--- src/rtl/fifo_arb_pkg.sv ---
// Shared types and constants for the FIFO write-side arbiter.
// Optional burst mode is enabled by defining WRITE_ARB_BURST_EN.
package fifo_arb_pkg;

  typedef enum logic {
    IDLE  = 1'b0,
    BURST = 1'b1
  } arb_state_e;

  localparam arb_state_e STATE_RST     = IDLE;
  localparam logic [7:0] BURST_CNT_RST = 8'd0;

  // Width of a producer index; never narrower than one bit.
  function automatic int idx_width(input int n);
    return (n <= 2) ? 1 : $clog2(n);
  endfunction

  // Reset value of last_grant so that producer 0 wins the first arbitration.
  function automatic int last_grant_rst(input int n);
    return n - 1;
  endfunction

endpackage

--- src/rtl/rr_priority_picker.sv ---
// Combinational round-robin picker: scans the request vector starting at
// i_start, wrapping modulo NUM_REQ, and reports the first set bit.
module rr_priority_picker #(
  parameter int NUM_REQ = 4,
  parameter int IDX_W   = 2
) (
  input  logic [NUM_REQ-1:0] i_req,
  input  logic [IDX_W-1:0]   i_start,
  output logic [NUM_REQ-1:0] o_onehot,
  output logic [IDX_W-1:0]   o_index,
  output logic               o_valid
);

  int               w_pos;
  logic [IDX_W-1:0] w_pos_idx;

  // Walk the requesters in rotated order and latch onto the first one found.
  always_comb begin
    o_onehot  = '0;
    o_index   = '0;
    o_valid   = 1'b0;
    w_pos     = 0;
    w_pos_idx = '0;
    for (int k = 0; k < NUM_REQ; k++) begin
      w_pos     = (int'(i_start) + k) % NUM_REQ;
      w_pos_idx = IDX_W'(w_pos);
      if (!o_valid && i_req[w_pos_idx]) begin
        o_valid             = 1'b1;
        o_index             = w_pos_idx;
        o_onehot[w_pos_idx] = 1'b1;
      end
    end
  end

endmodule

--- src/rtl/fifo_write_arbiter.sv ---
// Write-side arbiter sharing one FIFO write port among NUM_REQ producers.
// Round-robin per write; backs off while the FIFO is full.
// Define WRITE_ARB_BURST_EN to let a winner hold the port for up to
// MAX_BURST consecutive writes.
module fifo_write_arbiter
  import fifo_arb_pkg::*;
#(
  parameter int NUM_REQ    = 4,
  parameter int DATA_WIDTH = 8,
  parameter int MAX_BURST  = 4,
  parameter int IDX_W      = idx_width(NUM_REQ)
) (
  input  logic                          clk_write,
  input  logic                          reset,
  input  logic [NUM_REQ-1:0]            req,
  input  logic [NUM_REQ*DATA_WIDTH-1:0] data_in,
  input  logic                          flag_full,
  output logic [NUM_REQ-1:0]            grant,
  output logic [IDX_W-1:0]              grant_id,
  output logic                          req_write,
  output logic [DATA_WIDTH-1:0]         data_write,
  output logic                          busy
);

  localparam logic [IDX_W-1:0] LastGrantRst = IDX_W'(last_grant_rst(NUM_REQ));

  logic [IDX_W-1:0]   r_last_grant;
  logic [IDX_W-1:0]   w_start;
  logic [NUM_REQ-1:0] w_pick_onehot;
  logic [IDX_W-1:0]   w_pick_id;
  logic               w_pick_valid;
  logic [NUM_REQ-1:0] w_win_onehot;
  logic [IDX_W-1:0]   w_win_id;

  // Search begins just after the previous winner, wrapping to producer 0.
  always_comb begin
    w_start = (r_last_grant == LastGrantRst) ? '0 : r_last_grant + 1'b1;
  end

  rr_priority_picker #(
    .NUM_REQ (NUM_REQ),
    .IDX_W   (IDX_W)
  ) u_picker (
    .i_req    (req),
    .i_start  (w_start),
    .o_onehot (w_pick_onehot),
    .o_index  (w_pick_id),
    .o_valid  (w_pick_valid)
  );

`ifdef WRITE_ARB_BURST_EN
  arb_state_e       r_state;
  arb_state_e       w_state_next;
  logic [7:0]       r_burst_cnt;
  logic [7:0]       w_burst_cnt_next;
  logic [IDX_W-1:0] w_last_grant_next;
  logic             w_owner_req;

  assign w_owner_req = req[r_last_grant];

  // Next-state and grant selection; in BURST the owner is r_last_grant.
  always_comb begin
    w_state_next      = r_state;
    w_burst_cnt_next  = r_burst_cnt;
    w_last_grant_next = r_last_grant;
    w_win_onehot      = '0;
    w_win_id          = '0;
    if (!reset && !flag_full) begin
      case (r_state)
        IDLE: begin
          if (w_pick_valid) begin
            w_win_onehot      = w_pick_onehot;
            w_win_id          = w_pick_id;
            w_last_grant_next = w_pick_id;
            if (MAX_BURST > 1) begin
              w_state_next     = BURST;
              w_burst_cnt_next = 8'd1;
            end
          end
        end
        BURST: begin
          if (!w_owner_req) begin
            w_state_next     = IDLE;
            w_burst_cnt_next = BURST_CNT_RST;
          end else begin
            w_win_onehot = NUM_REQ'(1) << r_last_grant;
            w_win_id     = r_last_grant;
            if (r_burst_cnt + 8'd1 == 8'(MAX_BURST)) begin
              w_state_next     = IDLE;
              w_burst_cnt_next = BURST_CNT_RST;
            end else begin
              w_burst_cnt_next = r_burst_cnt + 8'd1;
            end
          end
        end
        default: begin
          w_state_next     = IDLE;
          w_burst_cnt_next = BURST_CNT_RST;
        end
      endcase
    end
  end

  // State, burst counter and rotation pointer registers.
  always_ff @(posedge clk_write or posedge reset) begin
    if (reset) begin
      r_state      <= STATE_RST;
      r_burst_cnt  <= BURST_CNT_RST;
      r_last_grant <= LastGrantRst;
    end else begin
      r_state      <= w_state_next;
      r_burst_cnt  <= w_burst_cnt_next;
      r_last_grant <= w_last_grant_next;
    end
  end

  assign busy = (r_state == BURST);
`else
  // Plain round-robin: grant the picker's choice whenever a write is possible.
  always_comb begin
    w_win_onehot = '0;
    w_win_id     = '0;
    if (!reset && !flag_full && w_pick_valid) begin
      w_win_onehot = w_pick_onehot;
      w_win_id     = w_pick_id;
    end
  end

  // Rotation pointer advances only on an actual write.
  always_ff @(posedge clk_write or posedge reset) begin
    if (reset) begin
      r_last_grant <= LastGrantRst;
    end else if (|w_win_onehot) begin
      r_last_grant <= w_win_id;
    end
  end

  assign busy = 1'b0;
`endif

  // Drive the FIFO write port from the selected producer, zeros when idle.
  always_comb begin
    grant      = w_win_onehot;
    grant_id   = w_win_id;
    req_write  = |w_win_onehot;
    data_write = '0;
    if (|w_win_onehot) begin
      data_write = data_in[int'(w_win_id)*DATA_WIDTH +: DATA_WIDTH];
    end
  end

endmodule
--- config.mk ---
export PLATFORM = sky130hd
export DESIGN_NAME = fifo_write_arbiter
export DESIGN_NICKNAME = d
export VERILOG_FILES = /design/src/rtl/fifo_arb_pkg.sv /design/src/rtl/rr_priority_picker.sv /design/src/rtl/fifo_write_arbiter.sv
export SDC_FILE = /design/constraint.sdc
export NUM_CORES = 1
export LEC_CHECK = 0
export CORE_MARGIN = 3
export CORE_UTILIZATION = 65
export CTS_BUF_LIST = sky130_fd_sc_hd__clkbuf_4 sky130_fd_sc_hd__clkbuf_8
export CTS_CLUSTER_SIZE = 8
export DETAILED_ROUTE_END_ITERATION = 16
export DONT_BUFFER_PORTS = 1
export PLACE_DENSITY = 0.91
export SLEW_MARGIN = 15
export SYNTH_ARGS = -nofsm -noshare
export SYNTH_HDL_FRONTEND = slang
export SYNTH_SLANG_ARGS = --single-unit
--- constraint.sdc ---
create_clock -name clk_write -period 5.25 [get_ports clk_write]
set_input_delay 1.3125 -clock clk_write [delete_from_list [all_inputs] [get_ports clk_write]]
set_output_delay 1.3125 -clock clk_write [all_outputs]
set_load 0.05 [all_outputs]
==> results.py <==
metrics = {
    "worst_setup_path": {
        "required_ns": 3.94,
        "regToRegSetupSlack_ns": 1.79,
        "rr_worst_depth": 9,
        "endpoint": "data_write[6]",
        "worst-setup-path-type": "reg -> out",
        "cpMaxStageDelayCell": "dfstp_2",
        "start_kind": "register",
        "rr_startpoint": "r_last_grant[0]",
        "worstReg2RegEnd": "r_last_grant[1]",
        "arrival_ns": 3.78,
        "startpoint": "r_last_grant[0]",
        "cp_slowest_stage_delay_ns": 0.64,
        "crit_fanout": 11,
        "worst_setup_path_end_kind": "output port",
        "cp_cell_sequence": "inv_1 > ha_1 > or4_1 > a21oi_1 > nor2_2 > o21ai_4 > nand2b_1 > buf_4 > mux4_2 > and2_1 > buf_12",
    },
    "sta": {
        "setup_ws_ns": 0.161,
        "skew_ns": 0.00345,
        "timing.final.crit_share_pct": 96.9,
        "min_period_ns": 5.09,
        "slew_violations": 0,
        "worstMarginPinSlew_ns": 0.786,
        "final.setup.tns_ns": 0,
        "finalSetupViolCount": 0,
        "slew-limit-headroom_pct": 47.6,
        "max_freq_mhz": 196,
        "rsz0062_at_grt": "no",
        "hold_viol_final": 0,
    },
    "synthesis": {
        "synth_nets": 147,
        "yosys-top-cells-area": "mux4_2 23%, ha_1 10%, dfstp_2 5.5%",
        "synth_warnings": 0,
        "ys_dominant_reg_cell": "dfstp_2",
        "syn_area_per_cell_um2": 9.58,
        "syn_inst": 100,
        "syn_area_um2": 958,
        "ys_ff_latch": 2,
        "synth-seq-area-share_pct": 5.48,
        "synth_cell_types": 36,
        "synth_top_cell_area_share_pct": 23.5,
        "async_flop_share_pct": 100,
        "synth_edf_count": 0,
        "synth_top_area_cell": "mux4_2",
    },
    "pwr": {
        "p_per_area_nw_per_um2": 606,
        "peakVddDrop_mv": 0.445,
        "cellLeakagePower_nw": 0.417,
    },
    "clock_network": {
        "clk_path_buf_depth": 2,
        "cts_sinks": 2,
        "path_clk_slew_ns": 0.03,
        "clockRootBuffer": "clkbuf_4",
        "clk_latency_ns": 0.22,
        "numCtsBuffers": 3,
        "cts_tree": "done",
        "htree_levels": 1,
    },
    "layout": {
        "largest_register_ffs": 2,
        "final_common_cell": "nand2_1",
        "drive_above_1_share_pct": 44.0,
        "num_antenna_cells": 0,
        "largest_register": "r_last_grant",
        "reg_top3": "r_last_grant x2",
        "nets": 158,
        "final_cell_mix": "13 x nand2_1, 10 x mux4_2, 9 x inv_1",
        "syn_to_final_growth_pct": 14.6,
    },
    "hold_path": {
        "hold_class": "reg -> reg",
        "hold-path-cell-count": 1,
    },
    "global_routing": {
        "grt_pass1_wl_um": 4140,
        "grt_overflow": 0,
        "grt_max_degree": 12,
        "antenna_found_initial": 0,
        "grt_pass1_vias": 871,
        "grt_usage_pct": 29.3,
    },
    "placement": {
        "hpwl_um": 2240,
        "place_congestion": 0.965,
        "io_buffers": 0,
        "pre_cts_ws_ns": 0.282,
    },
    "drt": {
        "vias": 904,
        "drc_errors": 0,
        "top_layer": "met4",
        "via_per_inst": 7.29,
        "drtAntennaViolNets": 0,
        "drtPass1Iterations": 4,
        "wl_met1_um": 907,
        "routed_wl_um": 2690,
        "routed-wl-met2_um": 1430,
        "drt-initial-drc-count": 54,
        "post_drt_wl_per_cell_um": 21.7,
        "route.met3.wl_um": 271,
    },
    "floorplanning": {
        "core-area_um2": 1350,
        "die_area_um2": 1970,
        "initial_utilization_pct": 71.0,
        "ios": 55,
        "die_x_um": 44.4,
        "fp.dieH_um": 44.4,
        "rows": 13,
    },
    "status": {
        "status": "completed",
    },
    "flow_run": {
        "maxCapViolations": 0,
    },
}
timing repair:
| item | in CTS | in global routing |
|---|---|---|
| setup endpoints to repair | 0 | 4 |
| buffers inserted | 0 | 0 |
| resized for setup | 0 | 1 |
| hold buffers | 0 | 0 |
Yosys cell counts, drive strengths merged (3+ instances only):
master	number
a21oi	5
a41oi	4
and2	8
buf	4
ha	8
inv	9
mux2i	3
mux4	11
nand2	13
nand3	5
nor2	5
o21ai	3
or4	3
logic make-up (layout without fill, tap and decap cells):
kind of cell,count (synthesis),in the layout,synth area share [%]
and+or+nand+nor,38,38,22.3
AOI/OAI and AO/OA,22,22,21.8
muxes,15,15,30.8
buffers and inverters,13,22,7.83
adders and majority gates,8,8,10.4
DFF,2,2,5.48
other,1,1,0.391
xor gates and xnor gates,1,1,0.914
power by group:
part | total (mW) | internal (mW) | switching, mW
logic | 0.593 | 0.223 | 0.370
clock network | 0.0337 | 0.0252 | 0.00855
registers | 0.0388 | 0.0251 | 0.0137
total | 0.666 | 0.274 | 0.392
area by class of cell:
cell class	count	area, um2
fill	81	251
multi-input combinational	85	858
clock buffer	3	22.5
timing repair buffer	10	113
tap	15	18.8
sequential	2	52.6
inverter	9	33.8
how the worst min path moves through the flow:
stage                      end             from  slack, ns
2_1_floorplan  r_last_grant[0]  r_last_grant[0]       0.62
6_report       r_last_grant[1]  r_last_grant[1]       0.67
5_1_grt        r_last_grant[1]  r_last_grant[1]       0.69
3_3_place_gp   r_last_grant[1]  r_last_grant[1]       0.66
4_1_cts        r_last_grant[1]  r_last_grant[1]       0.67
3_5_place_dp   r_last_grant[1]  r_last_grant[1]       0.67
metal layers:
metal	up-vias	global-route usage [%]
met5	-	0
met1	425	34.9
met3	8	4.47
li1	403	-
met2	68	49.4
met4	0	17.5
stage by stage:
stage          utilization (%)  cell area (um2)  hold slack [ns]  instances  total power, mW
6_report                  81.4             1100            0.671        124            0.666
5_1_grt                   81.4             1100            0.687        124            0.697
4_1_cts                   81.0             1090            0.673        124            0.661
3_5_place_dp              79.3             1070            0.666        121            0.624
3_3_place_gp              79.3             1070            0.662        121            0.599
2_1_floorplan                -              981            0.615        100            0.506
critical path: cells and delay by family, from the launching register on:
family	cells	cell delay, ns
and+or+nand+nor	4	1.02
DFF	1	0.64
AOI/OAI and AO/OA	2	0.56
adders and majority gates	1	0.30
muxes	1	0.52
buffers and inverters	3	0.51
Note: power is estimated with default switching activity, not from simulation.
